<file path="config.mk">
export PLATFORM = sky130hd
export DESIGN_NAME = tx_fifo_byte_serializer
export DESIGN_NICKNAME = d
export VERILOG_FILES = /design/src/rtl/tx_fifo_byte_serializer_pkg.sv /design/src/rtl/tx_fifo_byte_serializer.sv
export SDC_FILE = /design/constraint.sdc
export NUM_CORES = 1
export LEC_CHECK = 0
export BUFFER_PORTS_ARGS = -buffer_cell sky130_fd_sc_hd__buf_2
export CORE_ASPECT_RATIO = 1.1
export CORE_MARGIN = 10
export CORE_UTILIZATION = 54
export DETAILED_ROUTE_END_ITERATION = 12
export GPL_TIMING_DRIVEN = 0
export HOLD_SLACK_MARGIN = 0.08
export PLACE_DENSITY = 0.83
export SLEW_MARGIN = 20
export SYNTH_ARGS = -nofsm -noshare
export SYNTH_HDL_FRONTEND = slang
export SYNTH_SLANG_ARGS = --single-unit
</file>
<file path="constraint.sdc">
create_clock -name i_clk -period 11.71 [get_ports i_clk]
set_input_delay 1.7565 -clock i_clk [delete_from_list [all_inputs] [get_ports i_clk]]
set_output_delay 1.7565 -clock i_clk [all_outputs]
set_load 0.03 [all_outputs]
</file>
<file path="src/rtl/tx_fifo_byte_serializer_pkg.sv">
// Shared state encoding and sizing helpers for the TX FIFO byte serializer.
package tx_fifo_byte_serializer_pkg;

   typedef enum logic [1:0] {
      IDLE = 2'd0,
      WAIT = 2'd1,
      SEND = 2'd2
   } state_t;

   localparam int W_DATA_DEF     = 256;
   localparam int W_BYTE_DEF     = 8;
   localparam int BYTES_PER_WORD = W_DATA_DEF / W_BYTE_DEF;
   localparam int IDX_W_DEF      = $clog2(BYTES_PER_WORD);
   localparam int LAT_W          = 2;

   function automatic int idx_width(input int n);
      return (n > 1) ? $clog2(n) : 1;
   endfunction

endpackage

</file>
<file path="src/rtl/tx_fifo_byte_serializer.sv">
// Drains one FIFO word at a time and streams it LSB byte first
// over a valid/ready byte handshake towards the UART transmitter.
module tx_fifo_byte_serializer
   import tx_fifo_byte_serializer_pkg::*;
#(
   parameter int W_DATA = 256,
   parameter int W_BYTE = 8,
   parameter int RD_LAT = 1,
   parameter int CNT_W  = 16
) (
   input  logic              i_clk,
   input  logic              i_rst,
   input  logic              i_fifo_empty,
   input  logic [W_DATA-1:0] i_fifo_rdata,
   output logic              o_fifo_rd_en,
   output logic [W_BYTE-1:0] o_byte,
   output logic              o_byte_valid,
   input  logic              i_byte_ready,
   output logic              o_busy,
   output logic [CNT_W-1:0]  o_word_cnt
);

   localparam int BPW   = W_DATA / W_BYTE;
   localparam int IDX_W = idx_width(BPW);

   state_t             state_q;
   state_t             state_d;
   logic [W_DATA-1:0]  sreg;
   logic [W_DATA-1:0]  sreg_nxt;
   logic [IDX_W-1:0]   byte_idx;
   logic [LAT_W-1:0]   lat_cnt;
   logic               xfer;
   logic               last_byte;
   logic               lat_last;
   logic               pop;

   assign sreg_nxt  = sreg >> W_BYTE;
   assign xfer      = o_byte_valid && i_byte_ready;
   assign last_byte = (byte_idx == IDX_W'(BPW - 1));
   assign lat_last  = (lat_cnt == LAT_W'(1));
   assign pop       = (state_q == IDLE) && !i_fifo_empty;

   always_ff @(posedge i_clk or posedge i_rst) begin
      if (i_rst) begin
         state_q <= IDLE;
      end else begin
         state_q <= state_d;
      end
   end

   always_comb begin
      state_d = state_q;
      unique case (state_q)
         IDLE: if (!i_fifo_empty) state_d = WAIT;
         WAIT: if (lat_last) state_d = SEND;
         SEND: if (xfer && last_byte) state_d = IDLE;
         default: state_d = IDLE;
      endcase
   end

   // Data lands on the edge RD_LAT cycles after the pop strobe rises,
   // so WAIT lasts exactly RD_LAT cycles.
   always_ff @(posedge i_clk or posedge i_rst) begin
      if (i_rst) begin
         o_fifo_rd_en <= 1'b0;
         o_byte       <= '0;
         o_byte_valid <= 1'b0;
         o_word_cnt   <= '0;
         sreg         <= '0;
         byte_idx     <= '0;
         lat_cnt      <= '0;
      end else begin
         o_fifo_rd_en <= pop;
         unique case (state_q)
            IDLE: begin
               if (pop) lat_cnt <= LAT_W'(RD_LAT);
            end
            WAIT: begin
               lat_cnt <= lat_cnt - LAT_W'(1);
               if (lat_last) begin
                  sreg         <= i_fifo_rdata;
                  o_byte       <= i_fifo_rdata[W_BYTE-1:0];
                  o_byte_valid <= 1'b1;
                  byte_idx     <= '0;
               end
            end
            SEND: begin
               if (xfer) begin
                  if (last_byte) begin
                     o_byte_valid <= 1'b0;
                     o_word_cnt   <= o_word_cnt + CNT_W'(1);
                  end else begin
                     sreg     <= sreg_nxt;
                     o_byte   <= sreg_nxt[W_BYTE-1:0];
                     byte_idx <= byte_idx + IDX_W'(1);
                  end
               end
            end
            default: begin
               o_byte_valid <= 1'b0;
            end
         endcase
      end
   end

   always_comb begin
      o_busy = (state_q != IDLE);
   end

endmodule

</file>
* After elaboration in Yosys (flattened, before gate mapping)
Cells that the tools add are included.
Word-level totals: word-level logic and storage cells 58, flip-flop bits (word level) 291, bits of input ports 260, output and inout port bits 27
Operators by class: equal/unequal tests 11, reduce and logical (&&, ||, !) cells 13, add/subtract/negate cells 3, bitwise gates (word level) 1, muxes and demuxes 22
Operator list (number):
- $mux W256 | 3
- $pmux W256 S2 | 1
- $mux W8 | 3
- $add A16 B1 Y16 const B | 1
- $pmux W8 S2 | 1
- $mux W5 | 3
- $ne A2 B2 Y1 const B | 7
- $pmux W5 S2 | 1
- $mux W2 | 4
- $reduce_and A4 Y1 | 2
- $pmux W2 S3 | 1
- $reduce_and A3 Y1 | 2
- $reduce_bool A2 Y1 | 3
- $add A5 B1 Y5 const B | 1
- $eq A5 B5 Y1 const B | 1
- $eq A2 B1 Y1 const B | 2
- $pmux W2 S2 | 1
- $logic_and A1 B1 Y1 | 3
- $mux W1 | 3
- $pmux W1 S3 | 1
- $eq A2 B2 Y1 const B | 1
- $logic_not A2 Y1 | 1
- $reduce_and A2 Y1 | 1
- $sub A2 B1 Y2 const B | 1
- other kinds (2) | 2

* Longest topological paths before layout
Gate-level depths: netlist of the first run.
depth in word-level cells 4, depth in mapped cells 8

* Worst setup path before layout of the first run
No wires, ideal clock.
path type input to register, start input i_byte_ready, end register byte_idx[2], arrival 2.622 ns, slack 8.967 ns, data required time 11.589 ns, stages on the path 6, cells stage by stage nand4b_4 > o21ai_2 > buf_2 > buf_4 > o21ai_1 > a22o_1
On the way: longest elaborated chain between the ends 3
RTL lines:
- start, declared | RTL line tx_fifo_byte_serializer.sv:18 | input logic i_byte_ready,
- $logic_and A1 B1 Y1 | RTL line tx_fifo_byte_serializer.sv:38 | assign xfer = o_byte_valid && i_byte_ready;
- $ne A2 B2 Y1 (no line)
- $reduce_and A4 Y1 (no line)
- end signal, assigned | RTL line tx_fifo_byte_serializer.sv:95 | byte_idx <= byte_idx + IDX_W'(1);
- end, declared | RTL line tx_fifo_byte_serializer.sv:30 | logic [IDX_W-1:0] byte_idx;
Every way passes these cells. A chain may end at the register's enable or synchronous reset.

* Worst setup path in the final report of the first run
start register state_q[1], end output o_busy
On the way: longest elaborated chain between the ends 1
RTL lines:
- start, declared | RTL line tx_fifo_byte_serializer.sv:26 | state_t state_q;
- start signal, assigned | RTL line tx_fifo_byte_serializer.sv:47 | state_q <= state_d;
- $reduce_bool A2 Y1 | RTL line tx_fifo_byte_serializer.sv:107 | o_busy = (state_q != IDLE);
- end, declared | RTL line tx_fifo_byte_serializer.sv:19 | output logic o_busy,
Every way passes these cells.

==> impl_metrics.env, run 1 <==
export IMPL_status="finished, final reports clean"
export IMPL_syn_area_um2=12700
export IMPL_port_buffers=286
export IMPL_overflow=0
export IMPL_clk_latency_ns=0.54
export IMPL_first_global_vias=12100
export IMPL_fin_nets=2087
export IMPL_cts_sinks=283
export IMPL_slew_headroom_pct=59.9
export IMPL_fin_crit_ns=3.35
export IMPL_fin_tns_setup_ns=0
export IMPL_avgSynthCellArea_um2=8.43
export IMPL_syn_nets=1769
export IMPL_cp_start_kind="flip-flop"
export IMPL_cts_tree="yes"
export IMPL_wl_per_cell_um=16.8
export IMPL_yosysTopAreaCellShare_pct=55.8
export IMPL_yosys_warnings=0
export IMPL_crit_required_ns=9.95
export IMPL_peakVddDrop_mv=0.156
export IMPL_met3_usage_pct=4.30
export IMPL_slew_violations=0
export IMPL_max_stage_delay_ns=0.36
export IMPL_synth_area_leader_cell="dfrtp_1"
export IMPL_worst_slack_ns=8.36
export IMPL_met2_usage_pct=39.0
export IMPL_hold_buffers=0
export IMPL_criticalPathCategory="flip-flop to output pin"
export IMPL_row_count=58
export IMPL_track_usage_pct=23.1
export IMPL_yosysSeqAreaShare_pct=55.8
export IMPL_worstPathCellList="buf_4 > or2_2 > buf_2"
export IMPL_yosys_top_cells_area="dfrtp_1 56%, nand2_1 15%, a31oi_1 12%, nor2_1 7.5%, buf_2 2.9%"
export IMPL_power_switching_w=0.00165
export IMPL_area_growth_pct=22.0
export IMPL_drv_cap=0
export IMPL_crit_path_top_delay_cell="dfrtp_1"
export IMPL_cp_top_family="flip-flops"
export IMPL_top_usage_layer="met2"
export IMPL_layout_commonest_cell="nand2_1"
export IMPL_end_kind="output pin"
export IMPL_clockBufferDepth=3
export IMPL_finalSetupViolations=0
export IMPL_timing_fmax_ghz=0.299
export IMPL_grtUsageMet1_pct=29.6
export IMPL_core_um2=23000
export IMPL_dieArea_um2=30000
export IMPL_path_max_fanout=9
export IMPL_layout_drive_gt1_share_pct=23.0
export IMPL_vias_per_cell=5.44
export IMPL_drt_iter0_drc=1016
export IMPL_combPwrFrac_pct=38.8
export IMPL_antenna_found_initial=5
export IMPL_pre_cts_ws_ns=8.37
export IMPL_p_leak_nw=7.37
export IMPL_start_util_pct=55.1
export IMPL_power_density_nw_per_um2=271
export IMPL_path_buf_inv=2
export IMPL_worst_pin_slew_ns=0.602
export IMPL_clkPwrFrac_pct=21.0
export IMPL_io_pins=287
export IMPL_grt_max_degree=107
export IMPL_yosys_register_bits=283
export IMPL_hold_class="flip-flop to flip-flop"
export IMPL_min_period_over_period_pct=28.6
export IMPL_cts_htree_levels=1
export IMPL_finalHoldViolations=0
export IMPL_layout_common_cells="520 x nand2_1, 359 x buf_2, 283 x dfrtp_1"
export IMPL_dieHeight_um=181
export IMPL_clk_pin_slew_ns=0.06
export IMPL_fin_skew_ns=0.00786
export IMPL_dp_hpwl_um=26700
export IMPL_wirelength_um=36000
export IMPL_cts_setup_buffers=0
export IMPL_rsz0062_at_grt="false"
export IMPL_swShare_pct=39.3
export IMPL_post_route_drc_count=0
export IMPL_grt_pass1_wl_um=59100
export IMPL_netlist_instances=1505
export IMPL_num_vias=11700
export IMPL_internal_power_w=0.00254
export IMPL_cts_repair_resized=0
export IMPL_cp_arrival_ns=1.59
export IMPL_firstDrtPassIters=5
export IMPL_cts_buffers=28
export IMPL_die_w_um=166
export IMPL_antenna_left=0
export IMPL_yosysUniqueCellTypes=32
export IMPL_gp_congestion=0.877
export IMPL_seqPwrFrac_pct=40.2
export IMPL_clk_root_buffer_cell="clkbuf_16"
final timing paths:
path | cells after the start | startpoint | slack, ns | endpoint
max | 3 | state_q[1]$_DFFE_PP0P_ | 8.36 | o_busy
min | 1 | o_word_cnt[15]$_DFFE_PP0P_ | 0.47 | o_word_cnt[15]$_DFFE_PP0P_
max reg2reg | 7 | byte_idx[0]$_DFFE_PP0P_ | 9.27 | sreg[201]$_DFFE_PP0P_
min reg2reg | 1 | o_word_cnt[15]$_DFFE_PP0P_ | 0.47 | o_word_cnt[15]$_DFFE_PP0P_
max in group asynchronous | 4 | i_rst | 9.09 | o_byte[6]$_DFFE_PP0P_
min in group asynchronous | 2 | i_rst | 1.28 | sreg[160]$_DFFE_PP0P_
stage by stage:
step	cell area (um2)	utilization (%)	cells	total power [W]	hold WS [ns]
4_1_cts	15500	67.2	2143	0.00419	0.474
5_1_grt	15500	67.2	2147	0.00450	0.491
6_report	15500	67.2	2148	0.00419	0.471
3_5_place_dp	14600	63.3	2093	0.00330	0.457
3_3_place_gp	14500	63.0	2091	0.00322	0.462
2_1_floorplan	12700	-	1505	0.00284	0.458
Yosys cell counts:
cell type    n
a21o_1       1
a21oi_1      2
a22o_1       2
a31oi_1    248
and2_1       2
and3_1       3
and4_1       2
buf_1        2
buf_2       73
buf_4       11
clkbuf_1    37
dfrtp_1    283
ha_1         4
inv_1        5
mux2_2       1
nand2_1    520
nand2_2      1
nand3_1      7
nand3b_1     1
nand4_1      7
nand4b_4     1
nor2_1     252
nor2b_1      3
nor3_1       1
nor3_2       1
nor3b_1      1
o21ai_0     15
o21ai_1      1
o21ai_2      1
or2_2        1
xnor2_1     13
xor2_1       3
area by class of cell:
class                      instances  area, um2
fill                            1841       7540
sequential                       283       7080
clock buffer                      44        872
inverter                           5       26.3
timing repair buffer             288       1490
clock inverter                     6       30.0
multi-input combinational       1094       4990
antenna                            5       12.5
tap                              300        375
buffer                           123        594
layer usage:
layer	wire, um	part of all wire [%]
met1	15200	42
met2	17500	49
met3	2380	6.6
met4	926	2.6
met5	0	0
flip-flops by register name, indices dropped and copies added (netlist names):
register / count
byte_idx: 5
o_word_cnt: 16
sreg: 249
lat_cnt: 2
o_byte_valid: 1
state_q: 2
o_byte: 7
o_fifo_rd_en: 1
kinds of logic after synthesis:
| kind of cell | Yosys count | synth area share [%] |
|---|---|---|
| simple gates | 803 | 24.5 |
| flops | 283 | 55.8 |
| compound gates | 270 | 13.2 |
| buf+inv | 128 | 4.83 |
| xor+xnor | 16 | 1.11 |
| fa+ha+maj | 4 | 0.395 |
| mux | 1 | 0.0888 |
power by group through the flow:
stage | clock network, W | logic, W | registers (W)
finish | 0.000878 | 0.00163 | 0.00168
floorplan | 0 | 0.00122 | 0.00162
global route | 0.000925 | 0.00185 | 0.00173
global placement | 0 | 0.00155 | 0.00167
detailed placement | 0 | 0.00162 | 0.00168
CTS | 0.000890 | 0.00163 | 0.00167
(Power assumes the default switching activity.)
==> run 2: changes to the inputs <==
--- a/config.mk
+++ b/config.mk
@@ -5,10 +5,11 @@
 export SDC_FILE = /design/constraint.sdc
 export NUM_CORES = 1
 export LEC_CHECK = 0
+export ABC_AREA = 1
 export BUFFER_PORTS_ARGS = -buffer_cell sky130_fd_sc_hd__buf_2
 export CORE_ASPECT_RATIO = 1.1
 export CORE_MARGIN = 10
-export CORE_UTILIZATION = 54
+export CORE_UTILIZATION = 55
 export DETAILED_ROUTE_END_ITERATION = 12
 export GPL_TIMING_DRIVEN = 0
 export HOLD_SLACK_MARGIN = 0.08
==> constraint.sdc (replaced) <==
create_clock -name i_clk -period 3.15 [get_ports i_clk]
set_input_delay 0.4725 -clock i_clk [delete_from_list [all_inputs] [get_ports i_clk]]
set_output_delay 0.4725 -clock i_clk [all_outputs]
set_load 0.03 [all_outputs]
==> run 2 against run 1 <==
  * Worst setup slack got worse by 7.4 ns
  * Synthesized area rose by 7.3%
  * Critical endpoint is now sreg[76]$_DFFE_PP0P_
  * Design area rose by 7.9%
  * Clock skew rose by 0.0090 ns
  * Sequential cell count did not move
  * Count of clock-buffer cells in the layout fell by 5
  * Utilization rose by 1.2 points
  * Worst hold slack got worse by 0.35 ns
  * Non-clock buffer count rose by 6
==> impl_metrics.env, run 2 <==
export IMPL_min_period_over_period_pct=69.8
export IMPL_clk_latency_ns=0.56
export IMPL_slew_violations=0
export IMPL_avgSynthCellArea_um2=8.70
export IMPL_critPathMostFrequentCell="ha_1"
export IMPL_dieHeight_um=185
export IMPL_yosys_register_bits=283
export IMPL_clk_pin_slew_ns=0.07
export IMPL_wirelength_um=39300
export IMPL_synth_ff_type="dfrtp_1"
export IMPL_layout_commonest_cell="nand2_1"
export IMPL_slew_headroom_pct=69.6
export IMPL_power_density_nw_per_um2=1080
export IMPL_track_usage_pct=24.4
export IMPL_dieArea_um2=31400
export IMPL_grt_max_degree=36
export IMPL_drt_iter0_drc=991
export IMPL_wl_per_cell_um=17.6
export IMPL_syn_area_um2=13600
export IMPL_hold_class="input pin to flip-flop"
export IMPL_netlist_instances=1564
export IMPL_cts_buffers=29
export IMPL_p_leak_nw=7.84
export IMPL_first_global_vias=12300
export IMPL_die_w_um=170
export IMPL_fin_skew_ns=0.0168
export IMPL_crit_path_top_delay_cell="dfrtp_1"
export IMPL_yosysTopAreaCellShare_pct=52.1
export IMPL_worstPathCellList="ha_1 > nand2_1 > nor2_1 > ha_1 > nor2_2 > or2_4 > nand2_4 > buf_4 > buf_2 > o21ai_1"
export IMPL_area_growth_pct=22.7
export IMPL_row_count=60
export IMPL_post_route_drc_count=0
export IMPL_syn_nets=1828
export IMPL_cts_sinks=283
export IMPL_cp_arrival_ns=2.61
export IMPL_synth_area_leader_cell="dfrtp_1"
export IMPL_crit_required_ns=3.56
export IMPL_firstDrtPassIters=5
export IMPL_synth_commonest_cells="321 x nand2_1, 283 x dfrtp_1, 278 x o21ai_0"
export IMPL_worst_pin_slew_ns=0.457
export IMPL_criticalPathCategory="flip-flop to flip-flop"
export IMPL_whs_ns=0.119
export IMPL_drv_cap=0
export IMPL_yosysSeqAreaShare_pct=52.1
export IMPL_clk_root_buffer_cell="clkbuf_16"
export IMPL_worst_slack_ns=0.950
export IMPL_top_register="sreg"
export IMPL_finalSetupViolations=0
export IMPL_core_um2=24400
export IMPL_fin_nets=2156
export IMPL_port_buffers=286
export IMPL_status="finished, final reports clean"
export IMPL_fin_crit_ns=2.20
export IMPL_synth_edf_count=0
export IMPL_cts_tree="yes"
export IMPL_grt_pass1_wl_um=62500
export IMPL_post_route_util_pct=68.4
export IMPL_largest_reg_flops=249
export IMPL_cts_htree_levels=1
export IMPL_dp_hpwl_um=29300
export IMPL_gp_congestion=0.887
export IMPL_max_stage_delay_ns=0.41
export IMPL_peakVddDrop_mv=0.581
export IMPL_antenna_left=0
export IMPL_yosys_warnings=0
export IMPL_yosysMostFrequentCell="nand2_1"
export IMPL_clockBufferDepth=3
export IMPL_reg_top3="sreg: 249 flops, o_word_cnt: 16 flops, o_byte: 7 flops"
export IMPL_rsz0062_at_grt="false"
export IMPL_io_pins=287
export IMPL_layout_drive_gt1_share_pct=35.2
export IMPL_pre_cts_ws_ns=0.968
export IMPL_timing_fmax_ghz=0.455
export IMPL_layout_common_cells="321 x nand2_1, 302 x buf_2, 283 x dfrtp_1"
export IMPL_end_kind="flip-flop"
export IMPL_totalPowerFinal_w=0.0181
export IMPL_overflow=0
export IMPL_yosys_top_cells_area="dfrtp_1 52%, or2_2 11%, o21ai_0 10%, nand2_1 8.9%, o21ai_1 8.3%"
export IMPL_vias_per_cell=5.37
export IMPL_start_util_pct=55.8
export IMPL_antenna_found_initial=13
export IMPL_yosysUniqueCellTypes=25
export IMPL_async_flop_share_pct=100
export IMPL_cts_repair_resized=0
export IMPL_finalHoldViolations=0
export IMPL_num_vias=12000
export IMPL_cp_start_kind="flip-flop"
export IMPL_fin_tns_setup_ns=0
export IMPL_path_max_fanout=10
export IMPL_fillers=1955
==> run 2: cell types whose count changed in the layout (fill, tap and decap cells not counted), moves of 199 or more <==
cell and delta:
nand2_1 -199, o21ai_1 +224, or2_2 +249, nor2_1 -231
a31oi_1 -248, o21ai_0 +263
==> run 2: path summary, 6_finish.rpt <==
check                      slack [ns]  cells after the start                      to                    start
setup / recovery                 0.95                     10    sreg[76]$_DFFE_PP0P_  byte_idx[0]$_DFFE_PP0P_
hold / removal                   0.12                      2  o_fifo_rd_en$_DFF_PP0_             i_fifo_empty
setup reg to reg                 0.95                     10    sreg[76]$_DFFE_PP0P_  byte_idx[0]$_DFFE_PP0P_
min in group asynchronous        0.44                      3  state_q[1]$_DFFE_PP0P_                    i_rst
hold reg to reg                  0.47                      2   sreg[252]$_DFFE_PP0P_    sreg[252]$_DFFE_PP0P_
max in group asynchronous        1.59                      7   sreg[182]$_DFFE_PP0P_                    i_rst
==> run 2: metal layers <==
| metal | share of wire [%] | vias to the layer above | track usage [%] |
|---|---|---|---|
| met3 | 6.9 | 77 | 5.71 |
| met5 | 0.14 | - | 0 |
| li1 | - | 5836 | - |
| met2 | 48 | 361 | 40.2 |
| met1 | 42 | 5723 | 31.0 |
| met4 | 2.6 | 8 | 8.01 |
==> run 2: what timing repair did <==
| item | in CTS | in global routing |
|---|---|---|
| hold buffers | 1 | 0 |
| setup endpoints to repair | 0 | 0 |
| endpoints found under the hold margin | 9 | 0 |
| setup buffers | 0 | 0 |
==> run 2: layout make-up <==
type | instances | area (um2) | area share [%]
Antenna cell | 9 | 22.5 | 0.135
Buffer | 120 | 734 | 4.40
Clock buffer | 39 | 833 | 4.99
Clock inverter | 15 | 186 | 1.12
Inverter | 17 | 67.6 | 0.405
Multi-Input combinational cell | 1144 | 5720 | 34.3
Sequential cell | 283 | 7080 | 42.4
Tap cell | 310 | 388 | 2.32
Timing Repair Buffer | 297 | 1650 | 9.88
==> run 2: metrics by stage <==
stage,std cells,area (um2)
finish,2234,16700
global route,2234,16700
CTS,2225,16700
detailed placement,2170,15600
global placement,2160,15400
floorplan,1564,13600
==> run 2: cells by family (layout without fill, tap and decap cells) <==
logic type | after synthesis | in the layout | share of synthesized area (%)
buffers and inverters | 137 | 488 | 5.87
AO/OA/AOI/OAI | 506 | 506 | 18.6
flip-flops | 283 | 283 | 52.1
XOR/XNOR | 11 | 11 | 0.708
adder cells (fa/ha/maj) | 4 | 4 | 0.368
AND/OR/NAND/NOR | 623 | 623 | 22.4
other | 0 | 9 | 0
==> run 2: worst max-delay path: cells and delay by family, from the launching register on <==
kind	cells	cell delay, ns
AO/OA/AOI/OAI	1	0.10
buffers and inverters	2	0.48
flip-flops	1	0.41
AND/OR/NAND/NOR	5	0.64
adder cells (fa/ha/maj)	2	0.42
==> run 2: report_power, final <==
group	switching (W)	total (W)	internal [W]
Clock	0.00147	0.00365	0.00218
Sequential	0.000877	0.00628	0.00540
Combinational	0.00479	0.00813	0.00334
